<file path="src/rtl/cpu7_biu_arb.sv">
// cpu7_biu_arb: shares the single memory port between instruction fetch (IFU) and
// load/store (LSU). It grants one requester at a time, sequences the address and data
// phases, routes the response back to the owner and discards cancelled fetches.
//
// Ports:
//   clk, reset                       clock, asynchronous active-high reset
//   ifu_req/addr/cancel              fetch request, address, redirect kill
//   ifu_ack/valid/rdata/ex           grant (comb), response pulse, data, bus error
//   lsu_req/wr/addr/wdata/wstrb      data request
//   lsu_ack/valid/rdata/ex           grant (comb), response pulse, data (0 on writes), error
//   mem_req/wr/addr/wdata/wstrb      memory request, held from latched copies until addr_ok
//   mem_addr_ok/data_ok/rdata/err    memory handshake and response
//   biu_busy                         a transaction is in progress
module cpu7_biu_arb #(
  parameter int unsigned STARVE_MAX = 4
) (
  input  logic        clk,
  input  logic        reset,
  input  logic        ifu_req,
  input  logic [31:0] ifu_addr,
  input  logic        ifu_cancel,
  output logic        ifu_ack,
  output logic        ifu_valid,
  output logic [31:0] ifu_rdata,
  output logic        ifu_ex,
  input  logic        lsu_req,
  input  logic        lsu_wr,
  input  logic [31:0] lsu_addr,
  input  logic [31:0] lsu_wdata,
  input  logic [3:0]  lsu_wstrb,
  output logic        lsu_ack,
  output logic        lsu_valid,
  output logic [31:0] lsu_rdata,
  output logic        lsu_ex,
  output logic        mem_req,
  output logic        mem_wr,
  output logic [31:0] mem_addr,
  output logic [31:0] mem_wdata,
  output logic [3:0]  mem_wstrb,
  input  logic        mem_addr_ok,
  input  logic        mem_data_ok,
  input  logic [31:0] mem_rdata,
  input  logic        mem_err,
  output logic        biu_busy
);

  typedef enum logic [1:0] {StIdle, StAddr, StData} state_e;

  state_e      state_q, state_d;
  logic        owner_lsu_q;
  logic        drop_q;
  logic [2:0]  starve_q;
  logic [31:0] addr_q, wdata_q;
  logic        wr_q;
  logic [3:0]  wstrb_q;
  logic        ifu_valid_q, lsu_valid_q, ifu_ex_q, lsu_ex_q;
  logic [31:0] ifu_rdata_q, lsu_rdata_q;

  logic ifu_elig, ifu_win, lsu_win, resp, starved;

  assign starved = (starve_q == 3'(STARVE_MAX));

  always_comb begin
    state_d  = state_q;
    ifu_elig = ifu_req & ~ifu_cancel;
    ifu_win  = 1'b0;
    lsu_win  = 1'b0;
    resp     = 1'b0;
    unique case (state_q)
      StIdle: begin
        // Gated by reset so the combinational acks stay low while reset is held.
        if (!reset) begin
          if (ifu_elig && (!lsu_req || starved)) ifu_win = 1'b1;
          else if (lsu_req)                      lsu_win = 1'b1;
        end
        if (ifu_win || lsu_win) state_d = StAddr;
      end
      StAddr: if (mem_addr_ok) state_d = StData;
      StData: begin
        if (mem_data_ok) begin
          resp    = 1'b1;
          state_d = StIdle;
        end
      end
      default: state_d = StIdle;
    endcase
  end

  always_ff @(posedge clk or posedge reset) begin
    if (reset) state_q <= StIdle;
    else       state_q <= state_d;
  end

  always_ff @(posedge clk or posedge reset) begin
    if (reset) begin
      owner_lsu_q <= 1'b0;
      drop_q      <= 1'b0;
      starve_q    <= 3'd0;
      addr_q      <= '0;
      wdata_q     <= '0;
      wr_q        <= 1'b0;
      wstrb_q     <= '0;
      ifu_valid_q <= 1'b0;
      lsu_valid_q <= 1'b0;
      ifu_ex_q    <= 1'b0;
      lsu_ex_q    <= 1'b0;
      ifu_rdata_q <= '0;
      lsu_rdata_q <= '0;
    end else begin
      ifu_valid_q <= 1'b0;
      lsu_valid_q <= 1'b0;
      if (ifu_win || lsu_win) begin
        owner_lsu_q <= lsu_win;
        drop_q      <= 1'b0;
        addr_q      <= lsu_win ? lsu_addr : ifu_addr;
        wr_q        <= lsu_win & lsu_wr;
        wdata_q     <= lsu_win ? lsu_wdata : '0;
        wstrb_q     <= lsu_win ? lsu_wstrb : '0;
        if (ifu_win)                             starve_q <= 3'd0;
        else if (ifu_req && starve_q != 3'd7)    starve_q <= starve_q + 3'd1;
      end else if (state_q != StIdle && !owner_lsu_q && ifu_cancel) begin
        drop_q <= 1'b1;
      end
      if (resp) begin
        if (owner_lsu_q) begin
          lsu_valid_q <= 1'b1;
          lsu_rdata_q <= wr_q ? 32'd0 : mem_rdata;
          lsu_ex_q    <= mem_err;
        end else if (!(drop_q || ifu_cancel)) begin
          // A cancel in the data_ok cycle itself still kills the fetch.
          ifu_valid_q <= 1'b1;
          ifu_rdata_q <= mem_rdata;
          ifu_ex_q    <= mem_err;
        end
      end
    end
  end

  assign ifu_ack   = ifu_win;
  assign lsu_ack   = lsu_win;
  assign ifu_valid = ifu_valid_q;
  assign ifu_rdata = ifu_rdata_q;
  assign ifu_ex    = ifu_ex_q;
  assign lsu_valid = lsu_valid_q;
  assign lsu_rdata = lsu_rdata_q;
  assign lsu_ex    = lsu_ex_q;
  assign mem_req   = (state_q == StAddr);
  assign mem_wr    = wr_q;
  assign mem_addr  = addr_q;
  assign mem_wdata = wdata_q;
  assign mem_wstrb = wstrb_q;
  assign biu_busy  = (state_q != StIdle);

endmodule

</file>
<file path="config.mk">
export PLATFORM = sky130hd
export DESIGN_NAME = cpu7_biu_arb
export DESIGN_NICKNAME = d
export VERILOG_FILES = /design/src/rtl/cpu7_biu_arb.sv
export SDC_FILE = /design/constraint.sdc
export NUM_CORES = 1
export LEC_CHECK = 0
export BUFFER_PORTS_ARGS = -buffer_cell sky130_fd_sc_hd__buf_4
export CORE_ASPECT_RATIO = 0.6
export CORE_MARGIN = 2
export CORE_UTILIZATION = 30
export DETAILED_ROUTE_END_ITERATION = 8
export MAX_ROUTING_LAYER = met4
export SYNTH_ARGS = -nofsm -noshare
export SYNTH_HDL_FRONTEND = slang
export SYNTH_SLANG_ARGS = --single-unit
</file>
<file path="constraint.sdc">
create_clock -name clk -period 3.9 [get_ports clk]
set_clock_uncertainty 0.2 [all_clocks]
set_input_delay 0.195 -clock clk [delete_from_list [all_inputs] [get_ports clk]]
set_output_delay 0.195 -clock clk [all_outputs]
set_load 0.01 [all_outputs]
</file>
== Yosys cells after proc, flatten, opt, wreduce, memory -nomap -nowiden ==
Index checks and enable logic that the tools add are counted.

* Bits in registers: 144
* Output and inout port bits: 141

* $add $sub $neg: 1
* Equal/unequal tests: 7
* Multiplexer cells: 28
* Bitwise gates (word level): 5
* Reductions and logical operators: 18

{| class="wikitable"
|+ Operators with widths
! operator !! number
|-
| 2-to-1 mux 32 bit || 3
|-
| 2-to-1 mux 1 bit || 18
|-
| 2-to-1 mux 2 bit || 3
|-
| 2-to-1 mux 3 bit || 2
|-
| one-hot mux 2 bit (3 select lines) || 1
|-
| AND reduction 3 bit || 2
|-
| nonzero test 2 bit || 3
|-
| logical AND 1 bit || 4
|-
| logical OR 1 bit || 4
|-
| 2-to-1 mux 4 bit || 1
|-
| != test 2 bit (second input constant) || 2
|-
| AND reduction 2 bit || 2
|-
| adder 3 x 1 -> 3 bit (second input constant) || 1
|-
| == test 3 bit (second input constant) || 1
|-
| != test 3 bit (second input constant) || 1
|-
| inverter 1 bit || 3
|-
| AND 1 bit || 2
|-
| == test 2 x 1 -> 1 bit (second input constant) || 1
|-
| == test 2 bit (second input constant) || 1
|-
| logical NOT 1 bit || 2
|-
| logical NOT 2 bit || 1
|-
| != test 2 x 1 -> 1 bit (second input constant) || 1
|}

== Depth between registers and ports, before layout ==
* Word-level depth: 9
* Mapped depth: 8
* Mapped depth without buffers: 6

== Worst setup path before layout ==
No wires, ideal clock.

* Kind: register to register
* From: register starve_q[0]
* To: register wdata_q[0], in the netlist mem_wdata[0]
* Setup time: 121 ps
* Arrival time: 1,389 ps
* Path slack: 2,190 ps
* Stages on the path, launching flop included: 8
* Clock period less this slack: 1,710 ps
* Cells stage by stage: dfrtp_1 -> inv_1 -> ha_1 -> nand4b_1 -> and3_4 -> buf_12 -> buf_2 -> a22o_1

* Cells in the longest elaborated chain, start to end: 8
* Elaborated cells between the ends (all ways): 13
* Those cells by class: 1 x eq/ne; 9 x mux; 3 x reduce/logical

{| class="wikitable"
|+ RTL lines
! element !! line !! text
|-
| start: declaration || 52 || <nowiki>logic [2:0] starve_q;</nowiki>
|-
| start signal: assignment || 120 || <nowiki>else if (ifu_req && starve_q != 3'd7) starve_q <= starve_q + 3'd1;</nowiki>
|-
| == test 3 bit (*) || 61 || <nowiki>assign starved = (starve_q == 3'(STARVE_MAX));</nowiki>
|-
| logical OR 1 bit (*) || 73 || <nowiki>if (ifu_elig && (!lsu_req || starved)) ifu_win = 1'b1;</nowiki>
|-
| logical AND 1 bit (*) || 73 ||
|-
| 2-to-1 mux 1 bit (*) || 73 ||
|-
| 2-to-1 mux 1 bit (*) || 72 || <nowiki>if (!reset) begin</nowiki>
|-
| 2-to-1 mux 1 bit (*) (2 in series) || 69 || <nowiki>unique case (state_q)</nowiki>
|-
| net lsu_ack || 31 || <nowiki>output logic lsu_ack,</nowiki>
|-
| 2-to-1 mux 32 bit / logical OR 1 bit (equally long branches) || 117, 112 ||
|-
| end signal: assignment || 117 || <nowiki>wdata_q <= lsu_win ? lsu_wdata : '0;</nowiki>
|-
| end: declaration || 53 || <nowiki>logic [31:0] addr_q, wdata_q;</nowiki>
|}

Mark *: on every way through the listed nets, which the timed path passes. The rest lies on a longest branch. The select of a mux whose other input is x is not followed.
A chain may end at the register's enable or synchronous reset.

== Worst setup path after layout ==
* From: register starve_q[0]
* To: register addr_q[24], in the netlist mem_addr[24]

* Cells in the longest elaborated chain, start to end: 8
* Elaborated cells between the ends (all ways): 13
* Those cells by class: 1 x eq/ne; 9 x mux; 3 x reduce/logical

{| class="wikitable"
|+ RTL lines
! element !! line !! text
|-
| == test 3 bit (*) || 61 ||
|-
| logical OR 1 bit (*) || 73 ||
|-
| logical AND 1 bit (*) || 73 ||
|-
| 2-to-1 mux 1 bit || 73 ||
|-
| 2-to-1 mux 1 bit || 72 ||
|-
| 2-to-1 mux 1 bit (2 in series) || 69 ||
|-
| 2-to-1 mux 32 bit / logical OR 1 bit (equally long branches) || 115, 112 ||
|-
| end signal: assignment || 115 || <nowiki>addr_q <= lsu_win ? lsu_addr : ifu_addr;</nowiki>
|-
| end: declaration || 53 ||
|}

Every way passes the cells marked *; elsewhere a longest branch is shown, timed or not. The select of a mux whose other input is x is not followed.

==> flow_metrics.tcl <==
set metrics [dict create \
    outcome "finished clean" \
    synth_edf_count 0 \
    cp_cell_sequence "inv_1 > ha_1 > nand4b_1 > and3_4 > mux2i_1 > dlygate4sd3_1 > o21ai_1" \
    cts_made_buffers 17 \
    final.min_clock_period_ns 2.98 \
    syn-num-nets 623 \
    min_path_type "in2reg" \
    worstRegToRegCells 7 \
    rows 39 \
    synth_seq_cells 144 \
    setup_ws_ns 0.917 \
    area_growth_pct 72.9 \
    synth-main-ff-cell "dfrtp_1" \
    place_inst 997 \
    hpwl_um 12200 \
    port-buffer-count 281 \
    setup.worst_path.start_class "flip-flop" \
    place_ws_ns 1.45 \
    slowest_delay_ns 0.86 \
    critical_path_arrival_ns 3.06 \
    via_per_inst 4.49 \
    drive_gt1_frac 0.396 \
    topRoutingLayerUsed "met4" \
    crit_family "simple AND/OR/NAND/NOR gates" \
    tightest_slew_ns 1.02 \
    cts-root-buf "clkbuf_16" \
    nNetsFinal 1034 \
    gp_congestion 0.747 \
    yosys_warnings 0 \
    power.total_w 0.00682 \
    final.period_utilization 0.765 \
    cap_violations 0 \
    clkTransAtPathRegs_ns 0.07 \
    r2r_slack_ns 0.92 \
    ir_drop_mv 0.270 \
    r2r-start "starve_q[0]$_DFFE_PP0P_" \
    setup_viol 0 \
    htreeDepth 4 \
    whs_endpoint "mem_wdata[27]$_DFFE_PP0P_" \
    whs_path_depth 3 \
    wl_um 18600 \
    synth_async_sr_flop_share 1.00 \
    grt-ovfl-total 0 \
    finalNonFillerCells 1169 \
    crit_fanout 71 \
    start_util 0.307 \
    worst_ep_required_time_ns 3.98 \
    cts_buffer_depth 2 \
    p_per_area_nw_per_um2 671 \
    die_area_um2 20800 \
    critical_path_class "reg2reg" \
    power.leakage_nw 5.05 \
    drc 0 \
    netlist_area_um2 5880 \
    wl_met2_um 8950 \
    stdcell_area_um2 10200 \
    fmax_ghz 0.335 \
    met1_length_um 8070 \
    reg2reg_to "mem_addr[24]$_DFFE_PP0P_" \
    grt_pass1_wl_um 29100 \
    synth.distinct_cells 31 \
    synth_cells 479 \
    dr_wl_met3_um 1260 \
    antenna_found_initial 0 \
    wl_per_cell_um 15.9 \
    drt_iter0_drc 203 \
    cts_tree "yes" \
    clock_sink_count 144 \
    antenna_left 0 \
    hp-start "lsu_req" \
    synth.avg_cell_area_um2 12.3 \
    grt_setup_unrepaired "false" \
    num_vias 5254 \
    fp.dieH_um 112 \
    clkLatencyLatePin_ns 0.41 \
    first_global_vias 5728 \
    hold_violations 0 \
    grt_max_degree 96 \
    worstPathBufferInverterCount 2 \
    ys_seq_area_frac 0.613 \
    timing.slew.headroom 0.318 \
    firstDrtPassIters 4 \
    io_pins 282 \
    die_w_um 185 \
    drv_slew 0 \
    nFillCells 1676 \
    end_kind "flip-flop" \
    fin_tns_setup_ns 0 \
    gr-usage-all-layers 0.187 \
    core_area_um2 19100 \
    dpl-instance-area_um2 8170 \
    cpMaxStageDelayCell "and3_4" \
]
## worst reg2reg max path: stages (launching register included)
cell and delay, ns:
dfrtp_1 0.36, inv_1 0.07, ha_1 0.21, nand4b_1 0.13
and3_4 0.86, mux2i_1 0.37, dlygate4sd3_1 0.58, o21ai_1 0.07
## sequential cells by signal, summed over array words and instances, names as in the netlist
| register | cells |
|---|---|
| ifu_rdata | 32 |
| ifu_ex | 1 |
| mem_wdata | 32 |
| mem_wstrb | 4 |
| drop_q | 1 |
| lsu_valid | 1 |
| state_q | 2 |
| lsu_rdata | 32 |
| lsu_ex | 1 |
| ifu_valid | 1 |
| mem_addr | 32 |
| starve_q | 3 |
| owner_lsu_q | 1 |
| mem_wr | 1 |
## cells in the mapped netlist, types with 2 or more instances
library cell  count  area (µm²)
buf_12            4        80.1
nand2b_1         33         206
mux2i_1          34         340
buf_4             3        22.5
nor2_1            3        11.3
a22o_1           37         324
buf_2            13        65.1
inv_1             8        30.0
o21ai_1          36         180
mux2_2           34         383
nand2_1          67         251
ha_1              3        37.5
nor2b_1           2        12.5
dfrtp_1         144        3600
and3_1            2        12.5
clkbuf_1         12        45.0
o21ai_0          30         150
## routing by layer
metal	up-vias	track usage
li1	2473	-
met1	2560	0.221
met2	190	0.309
met3	31	0.0503
met4	0	0.0624
met5	-	-
## worst max-delay path by stage
| stage | from | end | slack, ns | cells after the start |
|---|---|---|---|---|
| detailed placement | state_q[0]$_DFFE_PP0P_ | ifu_rdata[17]$_DFFE_PP0P_ | 1.45 | 3 |
| finish | starve_q[0]$_DFFE_PP0P_ | mem_addr[24]$_DFFE_PP0P_ | 0.92 | 7 |
| global route | starve_q[0]$_DFFE_PP0P_ | mem_addr[24]$_DFFE_PP0P_ | 0.79 | 7 |
| CTS | starve_q[0]$_DFFE_PP0P_ | mem_addr[23]$_DFFE_PP0P_ | 1.01 | 7 |
| global placement | state_q[0]$_DFFE_PP0P_ | ifu_rdata[8]$_DFFE_PP0P_ | 1.55 | 3 |
| floorplan | reset | drop_q$_DFFE_PP0P_ | 1.70 | 1 |
## metrics by stage
stage                     utilization  hold slack, ns
after floorplan                     -           0.102
after global placement          0.427           0.210
after detailed placement        0.427           0.210
after CTS                       0.531           0.104
after global routing            0.531           0.126
final                           0.531           0.128
## cell type report
class / count / area (µm²) / area share
repair buffers: 425 / 3570 / 0.351
flip-flops and latches: 144 / 3600 / 0.355
multi-input cells: 294 / 2030 / 0.200
inverters: 8 / 33.8 / 0.00333
clock inverters: 13 / 150 / 0.0148
well taps: 266 / 333 / 0.0328
diodes: 1 / 2.50 / 0.000246
clock buffers: 18 / 439 / 0.0432
## power breakdown
part,switching [W],internal [W]
combinational,0.00116,0.00146
clock,0.000661,0.000969
sequential,0.000431,0.00214
## repair_timing
item | CTS | global route
gates resized for setup | 0 | 0
endpoints found under the hold margin | 282 | 0
hold buffers | 140 | 0
buffers inserted | 0 | 0
## cells in the final DEF, fill, tap and decap left out, types with 3 or more instances in the layout
cell type      netlist  layout
buf_4                3     283
dfrtp_1            144     144
dlygate4sd3_1        0     140
nand2_1             67      67
a22o_1              37      37
o21ai_1             36      36
mux2_2              34      34
mux2i_1             34      34
nand2b_1            33      33
o21ai_0             30      30
clkbuf_16            0      17
inv_1                8       7
clkinvlp_4           0       5
inv_6                0       5
nor2_1               3       3
ha_1                 3       3
## kinds of logic (layout without fill, tap and decap cells)
family	count (synthesis)	count (layout)	synth area share
buffers and inverters	41	464	0.0432
DFF	144	144	0.613
adders and majority gates	3	3	0.00639
xor gates and xnor gates	1	1	0.00149
AOI/OAI and AO/OA	106	106	0.115
muxes	68	68	0.123
and+or+nand+nor	116	116	0.0971
other	0	1	0
No activity file was read; power rests on OpenSTA's default activity.
